<file path="src/rtl/operand_fetch_pkg.sv">
// Shared widths and ALU control codes for the operand fetch stage and the ALU it feeds.
package operand_fetch_pkg;

    localparam int DATA_W = 32;
    localparam int ADDR_W = 5;
    localparam int OP_W   = 3;

    typedef enum logic [OP_W-1:0] {
        ALU_ADD = 3'b000,
        ALU_SUB = 3'b001,
        ALU_AND = 3'b010,
        ALU_OR  = 3'b011,
        ALU_XOR = 3'b100,
        ALU_SLT = 3'b101,
        ALU_SLL = 3'b110,
        ALU_SRL = 3'b111
    } alu_op_e;

endpackage

</file>
<file path="src/rtl/operand_fetch_regfile.sv">
// Register file: two read ports, one write port, x0 hardwired to zero,
// and same-cycle write-through so a reader never sees a stale value.
module regfile
    import operand_fetch_pkg::*;
#(
    parameter int DATA_W = operand_fetch_pkg::DATA_W,
    parameter int NREG   = 32
) (
    input  logic              clk,
    input  logic              rst_n,
    input  logic [ADDR_W-1:0] i_raddr1,
    input  logic [ADDR_W-1:0] i_raddr2,
    output logic [DATA_W-1:0] o_rdata1,
    output logic [DATA_W-1:0] o_rdata2,
    input  logic              i_we,
    input  logic [ADDR_W-1:0] i_waddr,
    input  logic [DATA_W-1:0] i_wdata
);

    logic [DATA_W-1:0] r_mem [NREG];
    logic              w_wr_ok;

    assign w_wr_ok = i_we && (i_waddr != '0) && (int'(i_waddr) < NREG);

    always_ff @(posedge clk or negedge rst_n) begin
        if (!rst_n) begin
            for (int i = 0; i < NREG; i++) r_mem[i] <= '0;
        end else if (w_wr_ok) begin
            r_mem[i_waddr] <= i_wdata;
        end
    end

    // Bypass is checked before the array so a same-cycle writeback wins.
    always_comb begin
        o_rdata1 = '0;
        if (i_raddr1 == '0 || int'(i_raddr1) >= NREG) o_rdata1 = '0;
        else if (w_wr_ok && i_waddr == i_raddr1)      o_rdata1 = i_wdata;
        else                                          o_rdata1 = r_mem[i_raddr1];
    end

    always_comb begin
        o_rdata2 = '0;
        if (i_raddr2 == '0 || int'(i_raddr2) >= NREG) o_rdata2 = '0;
        else if (w_wr_ok && i_waddr == i_raddr2)      o_rdata2 = i_wdata;
        else                                          o_rdata2 = r_mem[i_raddr2];
    end

endmodule

</file>
<file path="src/rtl/operand_fetch.sv">
// Operand fetch: reads the register file (or immediate) and holds the ALU operands
// in a single valid/ready output slot with flush.
module operand_fetch
    import operand_fetch_pkg::*;
#(
    parameter int DATA_W = operand_fetch_pkg::DATA_W,
    parameter int NREG   = 32
) (
    input  logic              clk,
    input  logic              rst_n,
    input  logic              in_valid,
    output logic              in_ready,
    input  logic [ADDR_W-1:0] in_rs1,
    input  logic [ADDR_W-1:0] in_rs2,
    input  logic [DATA_W-1:0] in_imm,
    input  logic              in_use_imm,
    input  logic [OP_W-1:0]   in_alu_op,
    input  logic [ADDR_W-1:0] in_rd,
    input  logic              wb_en,
    input  logic [ADDR_W-1:0] wb_addr,
    input  logic [DATA_W-1:0] wb_data,
    input  logic              flush,
    output logic              out_valid,
    input  logic              out_ready,
    output logic [DATA_W-1:0] out_A,
    output logic [DATA_W-1:0] out_B,
    output logic [OP_W-1:0]   out_alu_op,
    output logic [ADDR_W-1:0] out_rd
);

    logic [DATA_W-1:0] w_rdata1;
    logic [DATA_W-1:0] w_rdata2;
    logic              w_accept;
    logic              r_valid;
    logic [DATA_W-1:0] r_a;
    logic [DATA_W-1:0] r_b;
    logic [OP_W-1:0]   r_op;
    logic [ADDR_W-1:0] r_rd;

    regfile #(
        .DATA_W (DATA_W),
        .NREG   (NREG)
    ) u_regfile (
        .clk      (clk),
        .rst_n    (rst_n),
        .i_raddr1 (in_rs1),
        .i_raddr2 (in_rs2),
        .o_rdata1 (w_rdata1),
        .o_rdata2 (w_rdata2),
        .i_we     (wb_en),
        .i_waddr  (wb_addr),
        .i_wdata  (wb_data)
    );

    assign in_ready = (!r_valid || out_ready) && !flush;
    assign w_accept = in_valid && in_ready;

    always_ff @(posedge clk or negedge rst_n) begin
        if (!rst_n) begin
            r_valid <= 1'b0;
        end else if (flush) begin
            r_valid <= 1'b0;
        end else if (w_accept) begin
            r_valid <= 1'b1;
        end else if (out_ready) begin
            r_valid <= 1'b0;
        end
    end

    // Payload only moves on an accept, so a stalled slot never re-reads the file.
    always_ff @(posedge clk or negedge rst_n) begin
        if (!rst_n) begin
            r_a  <= '0;
            r_b  <= '0;
            r_op <= '0;
            r_rd <= '0;
        end else if (w_accept) begin
            r_a  <= w_rdata1;
            r_b  <= in_use_imm ? in_imm : w_rdata2;
            r_op <= in_alu_op;
            r_rd <= in_rd;
        end
    end

    assign out_valid  = r_valid;
    assign out_A      = r_a;
    assign out_B      = r_b;
    assign out_alu_op = r_op;
    assign out_rd     = r_rd;

endmodule

</file>
<file path="config.mk">
export PLATFORM = sky130hd
export DESIGN_NAME = operand_fetch
export DESIGN_NICKNAME = d
export VERILOG_FILES = /design/src/rtl/operand_fetch_pkg.sv /design/src/rtl/operand_fetch_regfile.sv /design/src/rtl/operand_fetch.sv
export SDC_FILE = /design/constraint.sdc
export NUM_CORES = 2
export LEC_CHECK = 0
export CORE_MARGIN = 2
export CORE_UTILIZATION = 56
export DETAILED_ROUTE_END_ITERATION = 10
export PLACE_DENSITY = 0.76
export SLEW_MARGIN = 20
export SYNTH_ARGS = -nofsm -noshare
export SYNTH_HDL_FRONTEND = slang
export SYNTH_SLANG_ARGS = --single-unit
export TNS_END_PERCENT = 5
</file>
<file path="constraint.sdc">
create_clock -name clk -period 1.9 [get_ports clk]
set_input_delay 0.19 -clock clk [delete_from_list [all_inputs] [get_ports clk]]
set_output_delay 0.19 -clock clk [all_outputs]
set_load 0.05 [all_outputs]
</file>
; After elaboration in Yosys (flattened, before gate mapping)
; Index checks and enable logic that the tools add are counted.
; Widths: inputs -> output; s select.
[word_totals]
ff_bits = 1097
output_inout_bits = 74
[classes]
n_lt_le_gt_ge = 4
bitwise_logic = 3
n_reduce_logical = 13
eq_ne = 2
n_mux = 17
[op_table]
columns = operator, n
row1 = $bwmux 1024, 1
row2 = $bmux 32 s5, 2
row3 = $mux 32, 10
row4 = $demux 32 s5, 1
row5 = $ge 6x6->1 const B, 3
row6 = $not 5->6, 3
row7 = $eq 5x5->1, 2
row8 = $logic_not 5->1, 2
row9 = $logic_and 1x1->1, 6
row10 = $lt 6x1->1 const B, 1
row11 = $reduce_bool 5->1, 1
row12 = $mux 1, 3
row13 = $reduce_bool 3->1, 1
row14 = $logic_not 1->1, 2
row15 = $logic_or 1x1->1, 1

; Longest topological paths before layout
[depth]
ltp_word = 7
ltp_mapped = 10

; By module
; From an unflattened synthesis, not the netlist that was laid out.
[unflattened]
cells_unflattened = 4019
hier_area_um2 = 58846.4
[by_module_without_submodules]
columns = mod, n_inst, cells_per_inst, area_each_um2, seq_area_each_um2
row1 = regfile, 1, 3825, 55351.8, 25624.6
row2 = operand_fetch, 1, 194, 3494.6, 1826.8

; Worst setup path after synthesis
; Ideal clock, no wire load.
[synth_timing]
path_kind = flip-flop to flip-flop
from = reg r_valid (netlist: out_valid)
to = reg r_a[1] (netlist: out_A[1])
stages_incl_launch_ff = 6
arrival_ns = 2.381
setup_slack_ns = -0.607
cell_sequence = dfrtp_1 nor2b_1 nor2_1 nand2_1 clkbuf_1 a221o_1
[synth_via]
elab_chain_cells = 4
[synth_lines]
columns = item, line_no
row1 = start: declaration, operand_fetch.sv:34  ; logic r_valid;
row2 = start signal: assignment, operand_fetch.sv:60  ; r_valid <= 1'b0;
row3 = start signal: assignment, operand_fetch.sv:62  ; r_valid <= 1'b0;
row4 = start signal: assignment, operand_fetch.sv:64  ; r_valid <= 1'b1;
row5 = $logic_not 1->1, operand_fetch.sv:55  ; assign in_ready = (!r_valid || out_ready) && !flush;
row6 = $logic_or 1x1->1, operand_fetch.sv:55
row7 = $logic_and 1x1->1, operand_fetch.sv:55
row8 = net in_ready, operand_fetch.sv:12  ; output logic in_ready,
row9 = $logic_and 1x1->1, operand_fetch.sv:56  ; assign w_accept = in_valid && in_ready;
row10 = end signal: assignment, operand_fetch.sv:78  ; r_a <= w_rdata1;
row11 = end: declaration, operand_fetch.sv:35  ; logic [DATA_W-1:0] r_a;
; The timed path passes the listed nets, and every way through them passes these cells.
; A chain may end at the register's enable or synchronous reset.

; Final worst setup path
[layout_timing]
from = reg u_regfile.r_mem[27] (netlist bit)
to = reg r_a[27] (netlist: out_A[27])
[layout_via]
elab_chain_cells = 5
[layout_lines]
columns = item, line_no
row1 = start: declaration, operand_fetch_regfile.sv:20  ; logic [DATA_W-1:0] r_mem [NREG];
row2 = start signal: indexed assignment, operand_fetch_regfile.sv:29  ; r_mem[i_waddr] <= i_wdata;
row3 = $bmux 32 s5, operand_fetch_regfile.sv:38  ; else o_rdata1 = r_mem[i_raddr1];
row4 = $mux 32 (implied by the code) (2 in a row), operand_fetch_regfile.sv:38
row5 = $mux 32, operand_fetch_regfile.sv:37  ; else if (w_wr_ok && i_waddr == i_raddr1) o_rdata1 = i_wdata;
row6 = $mux 32, operand_fetch_regfile.sv:36  ; if (i_raddr1 == '0 || int'(i_raddr1) >= NREG) o_rdata1 = '0;
; No other way between the ends. The select of a mux whose other input is x is not followed.

==> run_results.csv <==
group,metric,value,unit
outcome,outcome,"finished, violations left",
outcome,violations,"negative setup slack",
worst_setup_path,end_kind,"flop",
clock_tree,cts_inserted_buffers,113,
logic_synthesis,synthCells,3972,
placed_design,routabilityCongestion,0.912,
clock_tree,cts-root-buf,"clkbuf_16",
cells_and_area,area_delta_synth_final,22.3,%
route,vias,41165,
logic_synthesis,syn_nets,4066,
logic_synthesis,synth_area_leaders,"dfrtp_1 48%, mux2_2 21%, mux4_2 16%",
timing,rsz0062_at_grt,"true",
die,die_h,324,um
logic_synthesis,yosysSeqAreaShare,48.0,%
clock_tree,clk_latency,0.71,ns
cells_and_area,fin_util,68.9,%
worst_setup_path,crit_type,"flop to flop",
timing,finalClockSkew,0.0229,ns
global_route,grt_pass1_vias,42305,
cells_and_area,drive_gt1_share,52.3,%
logic_synthesis,syn_area,0.0572,mm^2
route,drt-total-wl,191000,um
logic_synthesis,synth_edf_count,0,
logic_synthesis,ys_types,45,
die,core_area,0.102,mm^2
global_route,antenna_found_initial,6,
worst_setup_path,crit_chain,"mux4_2, mux2_4, a2111oi_4, a211oi_2, a221o_1",
cells_and_area,nets,4489,
timing,slew_headroom,53.7,%
timing,finalSetupViolCount,84,
timing,worst_slew_pin_slew,0.697,ns
global_route,grt_pass1_wl,282000,um
logic_synthesis,synth_most_common_cell,"dfrtp_1",
logic_synthesis,synth_flop_cell,"dfrtp_1",
route,wl_per_cell,32.6,um
route,vias_per_cell,7.02,
placed_design,portBuffers,167,
hold_path,hold_path_class,"input pin to flop",
clock_tree,cts_tree,"yes",
timing,fmax,0.488,GHz
logic_synthesis,synth_top_area_cell,"dfrtp_1",
timing,drv_slew,0,
logic_synthesis,synthArstFlopShare,100,%
worst_setup_path,slowest_delay,0.47,ns
job,maxCapViolCount,0,
timing,worst_hold_slack,0.0193,ns
worst_setup_path,r2r-start,"u_regfile.r_mem[27]$_DFFE_PN0P_",
placed_design,post-dp-hpwl,127000,um
logic_synthesis,yosys_register_bits,1097,
worst_setup_path,cpMaxStageDelayCell,"mux4_2",
clock_tree,cts_sinks,1097,
global_route,overflow,0,
power,cellPowerDensity,1020,mW/mm^2
logic_synthesis,ys_top_cells_by_count,"1097 x dfrtp_1, 1080 x mux2_2, 398 x mux4_2",
worst_setup_path,critPathArrivalTime,2.65,ns
timing,hold_viol,0,
die,rows,117,
route,drtIter0Drc,4899,
die,dieArea,0.105,mm^2
die,ios,168,
worst_setup_path,required,2.49,ns
timing,fin_ws,-0.151,ns
logic_synthesis,synth_top_area_share,48.0,%
route,antenna_left,0,
die,initial_utilization,56.3,%
power,p_leak,30.7,nW
worst_setup_path,startpoint,"u_regfile.r_mem[27]$_DFFE_PN0P_",
power,vdd_drop_max,0.845,mV
timing,period_needed,2.05,ns
global_route,grt_max_degree,59,
route,dr.pass1.iters,6,
hold_path,worstHoldStart,"in_rd[2]",
die,die_x,324,um
timing,period_share,108,%
global_route,grtUsageTotal,36.8,%
logic_synthesis,ys.warnings.count,0,
logic_synthesis,postSynthAreaPerCell,14.4,um^2
route,drc_errors,0,
clock_tree,ctsLongestPathBuffers,3,
worst_setup_path,critPathMaxFanout,3,
clock_tree,h-tree-depth,3,
clock_tree,cts.clk_slew.worst_paths,0.06,ns
worst_setup_path,start_kind,"flop",
kinds of logic after synthesis:
kind of cell,count (synthesis),synth area share [%]
mux,1710,41.0
simple gates,229,1.74
flops,1097,48.0
compound gates,469,5.83
xor+xnor,10,0.153
buf+inv,457,3.35
where the power goes:
| part | internal (mW) | switching (mW) | leakage [nW] | total [mW] |
|---|---|---|---|---|
| combinational | 9.19 | 7.03 | 14.7 | 16.2 |
| clock | 14.2 | 9.66 | 1.97 | 23.9 |
| sequential | 27.8 | 3.52 | 14.0 | 31.3 |
registers in the layout (all words and copies together), names as in the netlist:
register	count
out_alu_op	3
u_regfile.r_mem	1024
out_rd	5
out_valid	1
out_B	32
out_A	32
worst paths after layout:
| kind | depth (start not counted) | to | slack (ns) |
|---|---|---|---|
| worst max-delay path | 5 | out_A[27]$_DFFE_PN0P_ | -0.15 |
| worst min-delay path | 3 | out_rd[2]$_DFFE_PN0P_ | 0.02 |
| worst max register to register | 5 | out_A[27]$_DFFE_PN0P_ | -0.15 |
| worst min register to register | 0 | u_regfile.r_mem[1022]$_DFFE_PN0P_ | 0.39 |
| max in group asynchronous | 4 | out_A[27]$_DFFE_PN0P_ | 0.98 |
| min in group asynchronous | 2 | u_regfile.r_mem[993]$_DFFE_PN0P_ | 0.05 |
metal layers:
metal / global-route usage, % / wire length, um / part of all wire, %
met3: 9.75 / 21300 / 11
met4: 20.1 / 11900 / 6.2
met5: 0 / 47 / 0.025
met2: 54.8 / 85300 / 45
met1: 49.6 / 72500 / 38
worst max-delay path, delay by kind of cell (launching register included):
| family | cells | cell delay, ns |
|---|---|---|
| compound gates | 3 | 0.77 |
| mux | 2 | 0.77 |
| flops | 1 | 0.39 |
area by class of cell:
cell class,count,area (um^2)
antenna,1,2.50
clock buffer,165,3350
clock inverter,46,638
fill,6819,31600
inverter,3,11.3
multi-input combinational,2418,28400
sequential,1097,27500
tap,1368,1710
timing repair buffer,762,8420
cell usage in the layout (no fill, tap or decap), types with 6 or more instances in the layout:
cell / netlist / routed
dfrtp_1: 1097 / 1096
mux2_2: 1080 / 1075
buf_4: 13 / 406
mux4_2: 398 / 398
mux2i_1: 228 / 228
buf_12: 0 / 185
clkbuf_16: 0 / 115
o22ai_1: 102 / 102
nand2_1: 115 / 101
clkdlybuf4s50_1: 0 / 93
a22oi_1: 82 / 82
o21ai_0: 66 / 66
dlygate4sd2_1: 0 / 55
a221oi_1: 50 / 45
nor2_1: 57 / 39
a211oi_1: 34 / 32
a31oi_1: 32 / 32
a221o_1: 32 / 32
clkbuf_8: 0 / 28
o221ai_1: 26 / 26
a21oi_1: 23 / 22
clkbuf_1: 313 / 22
clkinv_2: 0 / 21
nor2_4: 0 / 18
bufinv_16: 0 / 15
nand2_2: 0 / 13
nand3_1: 10 / 9
dlygate4sd3_1: 0 / 8
xor2_1: 7 / 7
a2111oi_4: 0 / 7
buf_8: 0 / 7
nor2b_4: 0 / 6
nor2b_1: 13 / 6
a2111oi_2: 0 / 6
metrics by stage:
step	area, um^2	setup WS (ns)	power (mW)	cells	setup TNS (ns)
final	70000	-0.151	71.4	5860	-4.32
after CTS	69900	-0.211	71.1	5859	-6.49
after global placement	65800	-0.707	46.7	5640	-405.81
after global routing	70000	-0.227	73.8	5859	-7.48
after detailed placement	65800	-0.704	47.4	5640	-403.90
after floorplan	57500	-0.0395	41.2	3972	-0.995
what timing repair did:
| item | CTS | global route |
|---|---|---|
| endpoints found under the hold margin | 520 | 0 |
| pin swaps | 2 | 3 |
| setup endpoints to repair | 103 | 108 |
| hold buffers | 8 | 0 |
| gates resized for setup | 76 | 21 |
| setup buffers | 0 | 1 |
Power figures use the tool's default switching activity.
